`config.mk`:
```
export PLATFORM = sky130hd
export DESIGN_NAME = be_axi_line_fill
export DESIGN_NICKNAME = d
export VERILOG_FILES = /design/src/rtl/be_axi_line_fill_pkg.sv /design/src/rtl/be_axi_line_fill.sv
export SDC_FILE = /design/constraint.sdc
export NUM_CORES = 1
export LEC_CHECK = 0
export CAP_MARGIN = 20
export CORE_ASPECT_RATIO = 2
export CORE_UTILIZATION = 35
export DETAILED_ROUTE_END_ITERATION = 10
export GPL_ROUTABILITY_DRIVEN = 0
export PLACE_DENSITY = 0.82
export RECOVER_POWER = 50
export SLEW_MARGIN = 10
export SYNTH_ARGS = -nofsm -noshare
export SYNTH_HDL_FRONTEND = slang
export SYNTH_SLANG_ARGS = --single-unit
```
`constraint.sdc`:
```
create_clock -name clk -period 1.9 [get_ports clk]
set_clock_uncertainty 0.05 [all_clocks]
set_input_delay 0.285 -clock clk [delete_from_list [all_inputs] [get_ports clk]]
set_output_delay 0.285 -clock clk [all_outputs]
set_load 0.1 [all_outputs]
```
`src/rtl/be_axi_line_fill_pkg.sv`:
```
// Shared constants, state encoding and width helper for the AXI line-fill engine.
package be_axi_line_fill_pkg;

  // AXI burst types
  localparam logic [1:0] AXI_BURST_INCR = 2'b01;
  localparam logic [1:0] AXI_BURST_WRAP = 2'b10;

  // AXI read response codes; bit 1 set means the beat carries an error
  localparam logic [1:0] AXI_RESP_OKAY   = 2'b00;
  localparam logic [1:0] AXI_RESP_EXOKAY = 2'b01;
  localparam logic [1:0] AXI_RESP_SLVERR = 2'b10;
  localparam logic [1:0] AXI_RESP_DECERR = 2'b11;

  // Normal non-cacheable bufferable memory
  localparam logic [3:0] AXI_ARCACHE_DEF = 4'b0011;

  // Fill engine states
  typedef enum logic [1:0] {
    IDLE = 2'd0,
    ADDR = 2'd1,
    DATA = 2'd2
  } state_t;

  // Bits needed to hold values 0..v-1, never less than one bit
  function automatic int clog2_min1(input int v);
    return (v <= 2) ? 1 : $clog2(v);
  endfunction

endpackage

```
`src/rtl/be_axi_line_fill.sv`:
```
// Cache line-fill engine: one AXI4 read burst per replacement request, beats
// streamed straight into the line RAM, with RRESP retry and sticky error flag.
module be_axi_line_fill
  import be_axi_line_fill_pkg::*;
#(
  parameter int FE_ADDR_W  = 32,
  parameter int FE_DATA_W  = 32,
  parameter int BE_ADDR_W  = FE_ADDR_W,
  parameter int BE_DATA_W  = FE_DATA_W,
  parameter int WORD_OFF_W = 3,
  parameter int BURST_MODE = 0,
  parameter int MAX_RETRY  = 2,
  parameter int AXI_ID_W   = 1,
  parameter int AXI_ID     = 0,
  localparam int BE_BYTE_W  = $clog2(BE_DATA_W / 8),
  localparam int LINE2MEM_W = WORD_OFF_W - $clog2(BE_DATA_W / FE_DATA_W),
  localparam int LADDR_W    = FE_ADDR_W - BE_BYTE_W - LINE2MEM_W
) (
  input  logic                  clk,
  input  logic                  reset,
  // cache_memory replacement request
  input  logic                  replace_valid,
  input  logic [LADDR_W-1:0]    replace_addr,
  input  logic [LINE2MEM_W-1:0] replace_woff,
  output logic                  replace_ready,
  // line RAM write port
  output logic                  read_valid,
  output logic [LINE2MEM_W-1:0] read_addr,
  output logic [BE_DATA_W-1:0]  read_rdata,
  // AXI4 AR channel
  output logic                  axi_arvalid,
  output logic [BE_ADDR_W-1:0]  axi_araddr,
  output logic [7:0]            axi_arlen,
  output logic [2:0]            axi_arsize,
  output logic [1:0]            axi_arburst,
  output logic                  axi_arlock,
  output logic [3:0]            axi_arcache,
  output logic [2:0]            axi_arprot,
  output logic [3:0]            axi_arqos,
  output logic [AXI_ID_W-1:0]   axi_arid,
  input  logic                  axi_arready,
  // AXI4 R channel
  input  logic                  axi_rvalid,
  input  logic [BE_DATA_W-1:0]  axi_rdata,
  input  logic [1:0]            axi_rresp,
  input  logic                  axi_rlast,
  output logic                  axi_rready,
  // sticky error reporting
  output logic                  err,
  output logic [1:0]            err_resp,
  input  logic                  err_clr
);

  localparam int NBEATS  = 1 << LINE2MEM_W;
  localparam int RETRY_W = clog2_min1(MAX_RETRY + 1);
  localparam logic [RETRY_W-1:0] RETRY_LIMIT = RETRY_W'(MAX_RETRY);
  localparam logic [LINE2MEM_W:0] LAST_TOTAL = (LINE2MEM_W + 1)'(NBEATS - 1);

  state_t                 state_q, state_d;
  logic [LADDR_W-1:0]     line_addr_q, line_addr_d;
  logic [LINE2MEM_W-1:0]  start_q, start_d;
  logic [LINE2MEM_W-1:0]  beat_cnt_q, beat_cnt_d;
  // One extra bit so overlong bursts are distinguishable; saturates at all-ones
  logic [LINE2MEM_W:0]    beat_tot_q, beat_tot_d;
  logic [RETRY_W-1:0]     retry_q, retry_d;
  logic                   fill_err_q, fill_err_d;
  logic [1:0]             fill_resp_q, fill_resp_d;
  logic                   err_q, err_d;
  logic [1:0]             err_resp_q, err_resp_d;

  logic                   rbeat;
  logic                   in_line;
  logic                   proto_err;
  logic                   err_now;
  logic [1:0]             resp_now;
  logic                   new_err;
  logic [FE_ADDR_W-1:0]   fe_addr;

  // Beat qualifiers and running error status including the beat on the bus
  assign rbeat     = (state_q == DATA) && axi_rvalid;
  assign in_line   = ~beat_tot_q[LINE2MEM_W];
  assign proto_err = (beat_tot_q != LAST_TOTAL);
  assign err_now   = fill_err_q | axi_rresp[1];
  assign resp_now  = (axi_rresp[1] && (axi_rresp > fill_resp_q)) ? axi_rresp : fill_resp_q;

  // State register and datapath registers; reset abandons any burst in flight
  always_ff @(posedge clk) begin
    if (reset) begin
      state_q     <= IDLE;
      line_addr_q <= '0;
      start_q     <= '0;
      beat_cnt_q  <= '0;
      beat_tot_q  <= '0;
      retry_q     <= '0;
      fill_err_q  <= 1'b0;
      fill_resp_q <= AXI_RESP_OKAY;
      err_q       <= 1'b0;
      err_resp_q  <= AXI_RESP_OKAY;
    end else begin
      state_q     <= state_d;
      line_addr_q <= line_addr_d;
      start_q     <= start_d;
      beat_cnt_q  <= beat_cnt_d;
      beat_tot_q  <= beat_tot_d;
      retry_q     <= retry_d;
      fill_err_q  <= fill_err_d;
      fill_resp_q <= fill_resp_d;
      err_q       <= err_d;
      err_resp_q  <= err_resp_d;
    end
  end

  // Next-state logic: request latch, AR handshake, beat counting, retry decision
  always_comb begin
    state_d     = state_q;
    line_addr_d = line_addr_q;
    start_d     = start_q;
    beat_cnt_d  = beat_cnt_q;
    beat_tot_d  = beat_tot_q;
    retry_d     = retry_q;
    fill_err_d  = fill_err_q;
    fill_resp_d = fill_resp_q;
    new_err     = 1'b0;

    case (state_q)
      IDLE: begin
        if (replace_valid) begin
          line_addr_d = replace_addr;
          start_d     = (BURST_MODE == 1) ? replace_woff : '0;
          fill_err_d  = 1'b0;
          fill_resp_d = AXI_RESP_OKAY;
          retry_d     = '0;
          state_d     = ADDR;
        end
      end

      ADDR: begin
        if (axi_arready) begin
          beat_cnt_d = start_q;
          beat_tot_d = '0;
          state_d    = DATA;
        end
      end

      DATA: begin
        if (axi_rvalid) begin
          // Counter wraps naturally at the line size, giving WRAP order
          beat_cnt_d  = beat_cnt_q + 1'b1;
          beat_tot_d  = (&beat_tot_q) ? beat_tot_q : beat_tot_q + 1'b1;
          fill_err_d  = err_now;
          fill_resp_d = resp_now;
          if (axi_rlast) begin
            if (proto_err) begin
              // Wrong beat count: the burst itself is broken, so never retried
              new_err = 1'b1;
              state_d = IDLE;
            end else if (err_now && (retry_q < RETRY_LIMIT)) begin
              retry_d     = retry_q + 1'b1;
              fill_err_d  = 1'b0;
              fill_resp_d = AXI_RESP_OKAY;
              state_d     = ADDR;
            end else begin
              new_err = err_now;
              state_d = IDLE;
            end
          end
        end
      end

      default: state_d = IDLE;
    endcase
  end

  // Sticky error: a fresh error wins over a simultaneous clear
  always_comb begin
    err_d      = (err_q & ~err_clr) | new_err;
    err_resp_d = err_resp_q;
    if (new_err) begin
      err_resp_d = resp_now;
    end else if (err_clr) begin
      err_resp_d = AXI_RESP_OKAY;
    end
  end

  assign replace_ready = (state_q == IDLE);

  // Line RAM port follows the R channel with no added latency
  assign read_valid = rbeat && in_line;
  assign read_addr  = beat_cnt_q;
  assign read_rdata = axi_rdata;

  // AR channel, driven only from registers so fields stay stable until arready
  assign fe_addr     = {line_addr_q, start_q, {BE_BYTE_W{1'b0}}};
  assign axi_arvalid = (state_q == ADDR);
  assign axi_araddr  = BE_ADDR_W'(fe_addr);
  assign axi_arlen   = 8'(NBEATS - 1);
  assign axi_arsize  = 3'(BE_BYTE_W);
  assign axi_arburst = (BURST_MODE == 1) ? AXI_BURST_WRAP : AXI_BURST_INCR;
  assign axi_arlock  = 1'b0;
  assign axi_arcache = AXI_ARCACHE_DEF;
  assign axi_arprot  = 3'b000;
  assign axi_arqos   = 4'b0000;
  assign axi_arid    = AXI_ID_W'(AXI_ID);

  assign axi_rready = (state_q == DATA);

  assign err      = err_q;
  assign err_resp = err_resp_q;

endmodule
```
==> summary.txt <==
Floorplan
  • # IOs: 171
  • Initial Util: 36.7%
  • Die height: 117 um
  • Die footprint: 7010 um2
  • Die width: 59.7 um
  • Core Region: 6360 um2
  • FP Rows: 41

Drt
  • TritonRoute pass-1 iters: 4
  • Vias post-DR: 1930
  • Drt initial violations: 80
  • Routed WL per cell: 12.2 um
  • WL final: 5.11 mm
  • Vias/cell: 4.62
  • Post-DRT Antenna Nets: 0
  • DRC Markers: 0

Synthesis
  • Cell Area, Synth: 2330 um2
  • Unique cell type count in the Yosys netlist: 38
  • Yosys top cell area share: 37.8%
  • Synth Area per Inst: 7.99 um2
  • Yosys Warn Count: 0
  • Number of synthesized flops with an enable pin: 0
  • Ys flop type: dfxtp_1
  • Top cell type by total area after synthesis: dfxtp_1
  • Post-synthesis async set-or-reset flop share: 0%
  • Register area share after synthesis: 37.8%
  • Yosys reg bits: 44
  • Largest cells by area after synthesis: dfxtp_1 (38%), buf_4 (21%), nand2_1 (9.3%), a21oi_1 (8.2%), ha_1 (2.7%)
  • Post-synthesis cell count: 292

CTS
  • Clock slew at reported path FFs: 0.07 ns
  • Max clock buf depth: 2
  • H-tree levels: 2
  • CTS tree: yes
  • Post-CTS sizing: 0
  • # Post-CTS Setup Buffers: 0
  • # hold bufs at CTS: 0
  • CTS Buf Count: 5
  • Clk Latency, worst-skew pair: 0.28 ns
  • Clock sink total: 44
  • Clk root buf: clkbuf_16

Finish
  • Final std cells w/o fill: 418
  • Area of the multi-input gates: 983 um2
  • Nets: 407
  • Syn-to-layout area delta: 22.8%
  • Ant diodes: 0
  • Layout cells sized above 1: 18.1%
  • FILL cells: 654
  • Storage element area: 881 um2

Setup path
  • Critical path required time: 1.56 ns
  • Reg2reg end: state_q[0]$_SDFFE_PP0P_
  • Critical Path Slowest Stage Cell: clkdlybuf4s50_1
  • Crit Path Class: in -> out
  • FF-to-FF Start: beat_tot_q[0]$_SDFFE_PP0P_
  • Crit path launch type: primary input
  • Critical Path AT: 1.40 ns
  • Worst Reg-to-Reg Cells: 5
  • R2R Setup Slk: 0.29 ns
  • Crit-path max FO: 6
  • Worst setup startpoint: axi_rvalid
  • Slowest cell delay on critical path: 0.57 ns
  • CP Cell Sequence: clkdlybuf4s50_1 > nand3b_1 > nor2_2 > buf_12
  • Worst setup EP type: output pin

Power
  • Clk pwr share: 34.1%
  • Switching power: 1.13 mW
  • Worst vdd ir: 0.595 mV
  • Comb power frac: 31.6%
  • Sequential power share: 34.3%
  • PD cells: 1020 nW/um2
  • Leak pwr: 1.23 nW
  • P_int: 1.78 mW
  • Sw Ratio: 38.9%

Min path
  • Hold path cells: 2
  • Hold WC Path Type: reg -> reg
  • Hold EP: line_addr_q[2]$_SDFFE_PP0P_
  • Min-delay src: line_addr_q[2]$_SDFFE_PP0P_

STA
  • Fin Setup TNS: 0 ns
  • Setup ws final: 0.164 ns
  • Slew headroom: 62.8%
  • Final Setup Violations: 0
  • Fin crit period: 1.74 ns
  • Fin crit share: 91.4%
  • Slew @ Worst Pin: 0.561 ns
  • Fmax: 576 MHz
  • Slew Limit Fails: 0
  • Hold Vio Cnt, Final: 0
  • RSZ-0062 raised after global routing: false

GRT
  • First-pass GRT wire length: 8.11 mm
  • Met1 Track Usage GR: 15.1%
  • GRT met3 Usage: 3.42%
  • Initial antenna violation count: 0
  • Layer with the highest usage: met2
  • Vias in the first global route: 1722
  • Gr usage total: 15.2%
  • Met2 usage: 25.8%
  • Overflow after GRT: 0
  • Pin count of the biggest net entering global routing: 28

Outcome
  • Status: finished, final reports clean

Placed design
  • Post-placement worst setup slack: -0.0696 ns
  • Port Buffers: 72
  • HPWL reported at the end of detailed placement: 3.91 mm
  • Placed cell count: 410

Run
  • Max Cap Viol: 0
metal layers:
metal | vias to the layer above | share of wire, % | wire length, um
met4 | 0 | 5.9 | 303
met3 | 29 | 6.5 | 333
met1 | 875 | 35 | 1770
li1 | 943 | - | -
met2 | 83 | 53 | 2710
met5 | - | 0 | 0
cell usage after synthesis, types with 3 or more instances:
cell,n
a21oi_1,38
buf_2,4
buf_4,64
buf_6,3
clkbuf_1,6
dfxtp_1,44
ha_1,5
inv_1,8
nand2_1,58
nand2b_1,4
nand3_1,4
nand3b_1,3
nor2_1,13
o21ai_0,3
o31ai_1,3
or3_1,4
placed cells by master, fill, tap and decap left out, drive strengths merged, types with 5 or more instances in the layout:
| cell | Yosys | final |
|---|---|---|
| nand2 | 58 | 58 |
| dfxtp | 44 | 44 |
| a21oi | 39 | 39 |
| clkdlybuf4s50 | 0 | 35 |
| conb | 2 | 31 |
| clkbuf | 6 | 29 |
| buf | 71 | 21 |
| nor2 | 13 | 13 |
| inv | 8 | 9 |
| ha | 5 | 5 |
kinds of logic (layout without fill, tap and decap cells):
logic type      Yosys count  in the layout  synth area share [%]
flops                    44             44                  37.8
compound gates           57             57                  14.4
buf+inv                  85             96                  25.2
other cells               2             31                 0.322
xor+xnor                  2              2                 0.751
fa+ha+maj                 5              5                  2.68
mux                       1              1                 0.429
simple gates             96             96                  18.5
worst max-delay path by stage:
stage / end / slack (ns) / cells past startpoint
finish: read_valid / 0.16 / 4
global route: axi_rready / 0.09 / 3
CTS: read_valid / 0.15 / 4
detailed placement: err_resp[0]$_SDFFE_PP0P_ / -0.07 / 7
global placement: fill_resp_q[0]$_SDFFE_PP0P_ / -0.009 / 7
floorplan: line_addr_q[19]$_SDFFE_PP0P_ / -0.19 / 7
area by class of cell:
class	instances	share of cell area, %
Clock inverter	3	1.62
Timing Repair Buffer	80	24.1
Sequential cell	44	30.8
Multi-Input combinational cell	192	34.3
Inverter	8	1.05
Tap cell	86	3.76
Clock buffer	5	4.37
power groups by stage:
stage / Clock, mW / Combinational (mW) / Sequential, mW
2_1_floorplan: 0 / 0.826 / 1.29
3_3_place_gp: 0 / 0.932 / 1.02
3_5_place_dp: 0 / 0.939 / 1.02
4_1_cts: 1.02 / 0.940 / 0.997
5_1_grt: 1.06 / 0.958 / 1.00
6_report: 0.993 / 0.918 / 0.997
sequential cells by signal, indices dropped and copies added, names as in the netlist:
name,cells
state_q,2
read_addr,3
fill_resp_q,2
line_addr_q,27
beat_tot_q,4
retry_q,2
err,1
err_resp,2
fill_err_q,1
metrics by stage:
| step | cell area (um2) | util, % | hold slack [ns] | power [mW] |
|---|---|---|---|---|
| 2_1_floorplan | 2450 | - | 0.371 | 2.12 |
| 3_3_place_gp | 2750 | 43.3 | 0.393 | 1.95 |
| 3_5_place_dp | 2750 | 43.3 | 0.397 | 1.96 |
| 4_1_cts | 2920 | 46.0 | 0.406 | 2.96 |
| 5_1_grt | 2860 | 45.0 | 0.420 | 3.02 |
| 6_report | 2860 | 45.0 | 0.402 | 2.91 |
critical path, delay by kind of cell:
kind | cells | cell delay [ns]
simple gates | 2 | 0.35
buf+inv | 2 | 0.76
Power figures use the tool's default switching activity.
